**config.mk**
```make
export PLATFORM = sky130hd
export DESIGN_NAME = instr_fetch_unit_flat
export DESIGN_NICKNAME = d
export VERILOG_FILES = /design/src/rtl/instr_fetch_unit_if.sv /design/src/rtl/instr_fetch_unit.sv /design/src/flat_wrapper.sv
export SDC_FILE = /design/constraint.sdc
export NUM_CORES = 1
export LEC_CHECK = 0
export ABC_CLOCK_PERIOD_IN_PS = 5400
export CELL_PAD_IN_SITES_DETAIL_PLACEMENT = 0
export CELL_PAD_IN_SITES_GLOBAL_PLACEMENT = 1
export CORE_MARGIN = 2
export CORE_UTILIZATION = 40
export DETAILED_ROUTE_END_ITERATION = 10
export PLACE_DENSITY_LB_ADDON = 0.3
export SLEW_MARGIN = 5
export SYNTH_ARGS = -nofsm -noshare
export SYNTH_HDL_FRONTEND = slang
export SYNTH_SLANG_ARGS = --single-unit
```
**constraint.sdc**
```tcl
create_clock -name clk -period 5.4 [get_ports clk]
set_input_delay 1.08 -clock clk [delete_from_list [all_inputs] [get_ports clk]]
set_output_delay 1.08 -clock clk [all_outputs]
set_load 0.03 [all_outputs]
```
**src/rtl/instr_fetch_unit_if.sv**
```systemverilog
// rtl/instr_fetch_unit_if.sv - instruction memory req/ready fetch bus
interface instr_fetch_unit_if;
    logic        imem_req;
    logic [31:0] imem_addr;
    logic        imem_ready;
    logic [31:0] imem_rdata;

    modport master (
        output imem_req,
        output imem_addr,
        input  imem_ready,
        input  imem_rdata
    );

    modport slave (
        input  imem_req,
        input  imem_addr,
        output imem_ready,
        output imem_rdata
    );
endinterface

```
**src/rtl/instr_fetch_unit.sv**
```systemverilog
// rtl/instr_fetch_unit.sv - MIPS fetch stage: PC, imem handshake, skid and IF/ID register
module instr_fetch_unit #(
    parameter logic [31:0] RESET_PC = 32'h0000_0000,
    parameter logic [31:0] NOP_WORD = 32'h0000_0000
) (
    input  logic                       clk,
    input  logic                       rst,
    instr_fetch_unit_if.master         imem,
    input  logic                       id_stall,
    input  logic                       redirect,
    input  logic [31:0]                redirect_pc,
    output logic                       if_valid,
    output logic [31:0]                if_instr,
    output logic [31:0]                if_pc,
    output logic [31:0]                if_pc4,
    output logic [5:0]                 op,
    output logic [5:0]                 func,
    output logic [31:0]                fetch_count
);

    typedef enum logic [1:0] {
        S_IDLE = 2'd0,
        S_REQ  = 2'd1,
        S_SKID = 2'd2
    } state_t;

    state_t      r_state;
    state_t      w_next_state;
    logic [31:0] r_pc;
    logic [31:0] r_hold_addr;
    logic        r_squash;
    logic        r_if_valid;
    logic [31:0] r_if_instr;
    logic [31:0] r_if_pc;
    logic [31:0] r_skid_instr;
    logic [31:0] r_skid_pc;
    logic [31:0] r_fetch_count;

    logic        w_hs;
    logic        w_slot_free;
    logic        w_consume;
    logic [31:0] w_redirect_pc;

    assign w_hs          = (r_state == S_REQ) && imem.imem_ready;
    assign w_slot_free   = !r_if_valid || !id_stall;
    assign w_consume     = r_if_valid && !id_stall;
    assign w_redirect_pc = redirect_pc & ~32'h3;

    // A squashed request keeps presenting its original address until memory takes it.
    assign imem.imem_req  = (r_state == S_REQ);
    assign imem.imem_addr = r_squash ? r_hold_addr : r_pc;

    always_ff @(posedge clk) begin
        if (!rst) begin
            r_state <= S_IDLE;
        end else begin
            r_state <= w_next_state;
        end
    end

    always_comb begin
        w_next_state = r_state;
        case (r_state)
            S_IDLE: w_next_state = S_REQ;
            S_REQ: begin
                if (!redirect && w_hs && !r_squash && !w_slot_free) begin
                    w_next_state = S_SKID;
                end
            end
            S_SKID: begin
                if (redirect || w_slot_free) begin
                    w_next_state = S_REQ;
                end
            end
            default: w_next_state = S_IDLE;
        endcase
    end

    always_ff @(posedge clk) begin
        if (!rst) begin
            r_pc          <= RESET_PC;
            r_hold_addr   <= RESET_PC;
            r_squash      <= 1'b0;
            r_if_valid    <= 1'b0;
            r_if_instr    <= NOP_WORD;
            r_if_pc       <= 32'h0;
            r_skid_instr  <= NOP_WORD;
            r_skid_pc     <= 32'h0;
            r_fetch_count <= 32'h0;
        end else begin
            if (w_consume) begin
                r_fetch_count <= r_fetch_count + 32'd1;
            end
            if (redirect) begin
                r_if_valid <= 1'b0;
                r_pc       <= w_redirect_pc;
                if ((r_state == S_REQ) && !imem.imem_ready) begin
                    r_squash <= 1'b1;
                    if (!r_squash) begin
                        r_hold_addr <= r_pc;
                    end
                end else begin
                    r_squash <= 1'b0;
                end
            end else if (w_hs) begin
                if (r_squash) begin
                    r_squash <= 1'b0;
                    if (w_consume) begin
                        r_if_valid <= 1'b0;
                    end
                end else if (w_slot_free) begin
                    r_if_valid <= 1'b1;
                    r_if_instr <= imem.imem_rdata;
                    r_if_pc    <= r_pc;
                    r_pc       <= r_pc + 32'd4;
                end else begin
                    r_skid_instr <= imem.imem_rdata;
                    r_skid_pc    <= r_pc;
                    r_pc         <= r_pc + 32'd4;
                end
            end else if ((r_state == S_SKID) && w_slot_free) begin
                r_if_valid <= 1'b1;
                r_if_instr <= r_skid_instr;
                r_if_pc    <= r_skid_pc;
            end else if (w_consume) begin
                r_if_valid <= 1'b0;
            end
        end
    end

    assign if_valid    = r_if_valid;
    assign if_instr    = r_if_valid ? r_if_instr : NOP_WORD;
    assign if_pc       = r_if_pc;
    assign if_pc4      = r_if_pc + 32'd4;
    assign op          = if_instr[31:26];
    assign func        = if_instr[5:0];
    assign fetch_count = r_fetch_count;

endmodule

```
**src/flat_wrapper.sv**
```systemverilog
// flat-port wrapper written by rule: the top's interface ports become plain ports
module instr_fetch_unit_flat 
#(
    parameter logic [31:0] RESET_PC = 32'h0000_0000,
    parameter logic [31:0] NOP_WORD = 32'h0000_0000
)
  (clk, rst, id_stall, redirect, redirect_pc, if_valid, if_instr, if_pc, if_pc4, op, func, fetch_count, imem_imem_req, imem_imem_addr, imem_imem_ready, imem_imem_rdata);
  instr_fetch_unit_if imem_i ();
  input  logic clk;
  input  logic rst;
  input  logic id_stall;
  input  logic redirect;
  input  logic [31:0] redirect_pc;
  output logic if_valid;
  output logic [31:0] if_instr;
  output logic [31:0] if_pc;
  output logic [31:0] if_pc4;
  output logic [5:0] op;
  output logic [5:0] func;
  output logic [31:0] fetch_count;
  output wire logic [$bits(imem_i.imem_req)-1:0] imem_imem_req;
  output wire logic [$bits(imem_i.imem_addr)-1:0] imem_imem_addr;
  input wire logic [$bits(imem_i.imem_ready)-1:0] imem_imem_ready;
  input wire logic [$bits(imem_i.imem_rdata)-1:0] imem_imem_rdata;
  assign imem_imem_req = imem_i.imem_req;
  assign imem_imem_addr = imem_i.imem_addr;
  assign imem_i.imem_ready = imem_imem_ready;
  assign imem_i.imem_rdata = imem_imem_rdata;
  instr_fetch_unit #(.RESET_PC(RESET_PC), .NOP_WORD(NOP_WORD)) u_core (.clk(clk), .rst(rst), .imem(imem_i), .id_stall(id_stall), .redirect(redirect), .redirect_pc(redirect_pc), .if_valid(if_valid), .if_instr(if_instr), .if_pc(if_pc), .if_pc4(if_pc4), .op(op), .func(func), .fetch_count(fetch_count));
endmodule
```
==> impl_metrics.env <==
export IMPL_p_leak_nw=4.58
export IMPL_nNetsFinal=1529
export IMPL_grt_pass1_vias=8512
export IMPL_mostFrequentLayoutCells="clkdlybuf4s50_1, dfxtp_1, nand2_1"
export IMPL_finClkSkew_ps=11.7
export IMPL_synth_compound_area_frac=0.139
export IMPL_power_density_nw_per_um2=278
export IMPL_wl_um=29300
export IMPL_crit_type="reg2out"
export IMPL_grt_pass1_wl_um=46800
export IMPL_cts_root_buf="clkbuf_16"
export IMPL_syn_avg_cell_area_um2=8.23
export IMPL_viasPerCell=5.35
export IMPL_seq_area_um2=4440
export IMPL_die_x_um=167
export IMPL_post_cts_buffers=0
export IMPL_fin_setup_tns_ps=0
export IMPL_rows=59
export IMPL_cts_tree="built"
export IMPL_routedWlPerCell_um=16.2
export IMPL_setup_viol=0
export IMPL_muxShareOfSynthArea=0.0914
export IMPL_rsz0062_at_grt="no"
export IMPL_cp_start_kind="flip-flop"
export IMPL_yosys_top_cells_area="dfxtp_1, nand2_1, mux2i_1"
export IMPL_cp_end_kind="primary output"
export IMPL_drc_errors=17
export IMPL_synth_top_family_by_area="simple AND/OR/NAND/NOR gates"
export IMPL_hold_class="reg2reg"
export IMPL_cp_slowest_cell="clkdlybuf4s50_1"
export IMPL_grt_ovfl_total=0
export IMPL_post_cts_resized=0
export IMPL_vias=9676
export IMPL_ys_warn_count=0
export IMPL_cts_buffers=25
export IMPL_period_minus_slack_ps=4000
export IMPL_drive_above_1_share=0.0591
export IMPL_drtIter0Drc=702
export IMPL_syn_area_um2=10700
export IMPL_period_share=0.742
export IMPL_synth_edff_count=0
export IMPL_max_slew_margin=0.281
export IMPL_violations="design-rule violations"
export IMPL_pin_count=243
export IMPL_syn_to_final_growth_pct=30.0
export IMPL_die_area_um2=28000
export IMPL_grt_usage=0.201
export IMPL_critical_path_cell_chain="and4_1 > nand4_1 > nor4_1 > xor2_1 > clkdlybuf4s50_1"
export IMPL_max_freq_ghz=0.250
export IMPL_layout_commonest_cell="clkdlybuf4s50_1"
export IMPL_slew_violations=0
export IMPL_drtAntennaViolNets=0
export IMPL_place_hpwl_um=19400
export IMPL_ys_ff_latch=222
export IMPL_clock_latency_ps=510
export IMPL_initial_utilization=0.408
export IMPL_n_fill_cell=2539
export IMPL_postSynth_asyncResetShare=0
export IMPL_p_total_w=0.00386
export IMPL_worst_pin_slew_ps=1080
export IMPL_ir_drop_v=0.000159
export IMPL_cts_buffer_depth=3
export IMPL_cts_hold_fix_buffers=0
export IMPL_synthFlopType="dfxtp_1"
export IMPL_clock_sinks=222
export IMPL_synth_xor_area_frac=0.0394
export IMPL_finalHoldViolations=0
export IMPL_synth_top_area_share=0.417
export IMPL_antenna_found_initial=1
export IMPL_path_clk_slew_ps=60
export IMPL_synthAdderAreaFrac=0.00352
export IMPL_status="finished, violations left"
export IMPL_cts_htree_levels=1
export IMPL_cp_max_fo=8
export IMPL_cpPeakStageDelay_ps=690
export IMPL_syn_inst=1297
export IMPL_required_ps=4320
export IMPL_ys_seq_area_frac=0.417
export IMPL_multiInputGateArea_um2=5650
export IMPL_portBuffers=236
export IMPL_drv_cap=0
export IMPL_place_gp_congestion=0.813
export IMPL_synthDistinctLibCells=48
export IMPL_grt_max_degree=133
export IMPL_cp_arrival_ps=2920
export IMPL_yosys_area_share_simple=0.252
export IMPL_coreArea_um2=26100
export IMPL_first_pass_iters=7
export IMPL_die_h_um=167
export IMPL_synth_largest_area_cell="dfxtp_1"
[sequential cells by signal (all words and copies together), names as in the netlist]
| name | count |
|---|---|
| u_core.r_pc | 30 |
| u_core.r_state | 2 |
| u_core.r_skid_pc | 30 |
| u_core.if_valid | 1 |
| u_core.fetch_count | 32 |
| u_core.r_hold_addr | 32 |
| u_core.r_if_instr | 32 |
| u_core.if_pc | 30 |
| u_core.r_squash | 1 |
| u_core.r_skid_instr | 32 |
[worst max-delay path: cells and delay by family (launching register included)]
| kind | cells | cell delay (ps) |
|---|---|---|
| and+or+nand+nor | 3 | 1110 |
| buffers and inverters | 1 | 690 |
| DFF | 1 | 430 |
| xor gates and xnor gates | 1 | 190 |
[cell type report]
type	instances	share of cell area
Multi-Input combinational cell	940	0.408
Sequential cell	222	0.320
Timing Repair Buffer	250	0.179
Clock buffer	40	0.0528
Tap cell	335	0.0302
Inverter	18	0.00523
Clock inverter	3	0.00469
Antenna cell	1	0.000180
[stage by stage]
step                hold WS [ps]   util  cells  area [µm²]  setup slack [ps]
finish                       425  0.531   1809       13900              1400
global route                 439  0.531   1809       13900              1110
CTS                          430  0.531   1808       13900              1340
detailed placement           421  0.500   1765       13100              1880
global placement             413  0.500   1765       13100              1890
floorplan                    404      -   1300       10700              2250
[where the power goes]
group	internal [W]	leakage (nW)	switching [W]
clock network	0.00101	0.388	0.000646
registers	0.00168	1.80	0.0000673
logic	0.000196	2.39	0.000255
[logic make-up after synthesis]
family / Yosys count
muxes: 94
adders and majority gates: 3
DFF: 222
buffers and inverters: 138
AOI/OAI and AO/OA: 234
and+or+nand+nor: 557
other: 1
xor gates and xnor gates: 48
[synth_stat cells (all sizes together) (5+ instances only)]
library cell	number
or3	16
nand4	26
and3	5
mux2i	67
clkbuf	85
mux2	27
xnor2	29
inv	18
a21oi	86
a311oi	35
xor2	19
nor2	121
nand2b	7
nor3	13
and4	11
buf	35
and2	37
nor4	14
o31ai	21
nand2	203
o21ai	38
or4	27
a211oi	33
nand3	63
a31oi	15
dfxtp	222
[path summary, 6_finish.rpt]
check,depth (start not counted),start,slack (ps),to
worst max-delay path,5,u_core.if_pc[13],1400,if_pc4[31]
worst max register to register,4,u_core.if_valid,2600,u_core.fetch_count[29]
worst min-delay path,2,u_core.r_hold_addr[1],420,u_core.r_hold_addr[1]
worst min register to register,2,u_core.r_hold_addr[1],420,u_core.r_hold_addr[1]
[routing by layer]
metal / global-route usage / vias to the layer above / wire [µm]
met5: 0 / - / 0
met4: 0.0431 / 0 / 378
met3: 0.0485 / 26 / 2260
met2: 0.298 / 270 / 12500
met1: 0.296 / 4491 / 14200
li1: - / 4889 / -
Power figures use the tool's default switching activity.
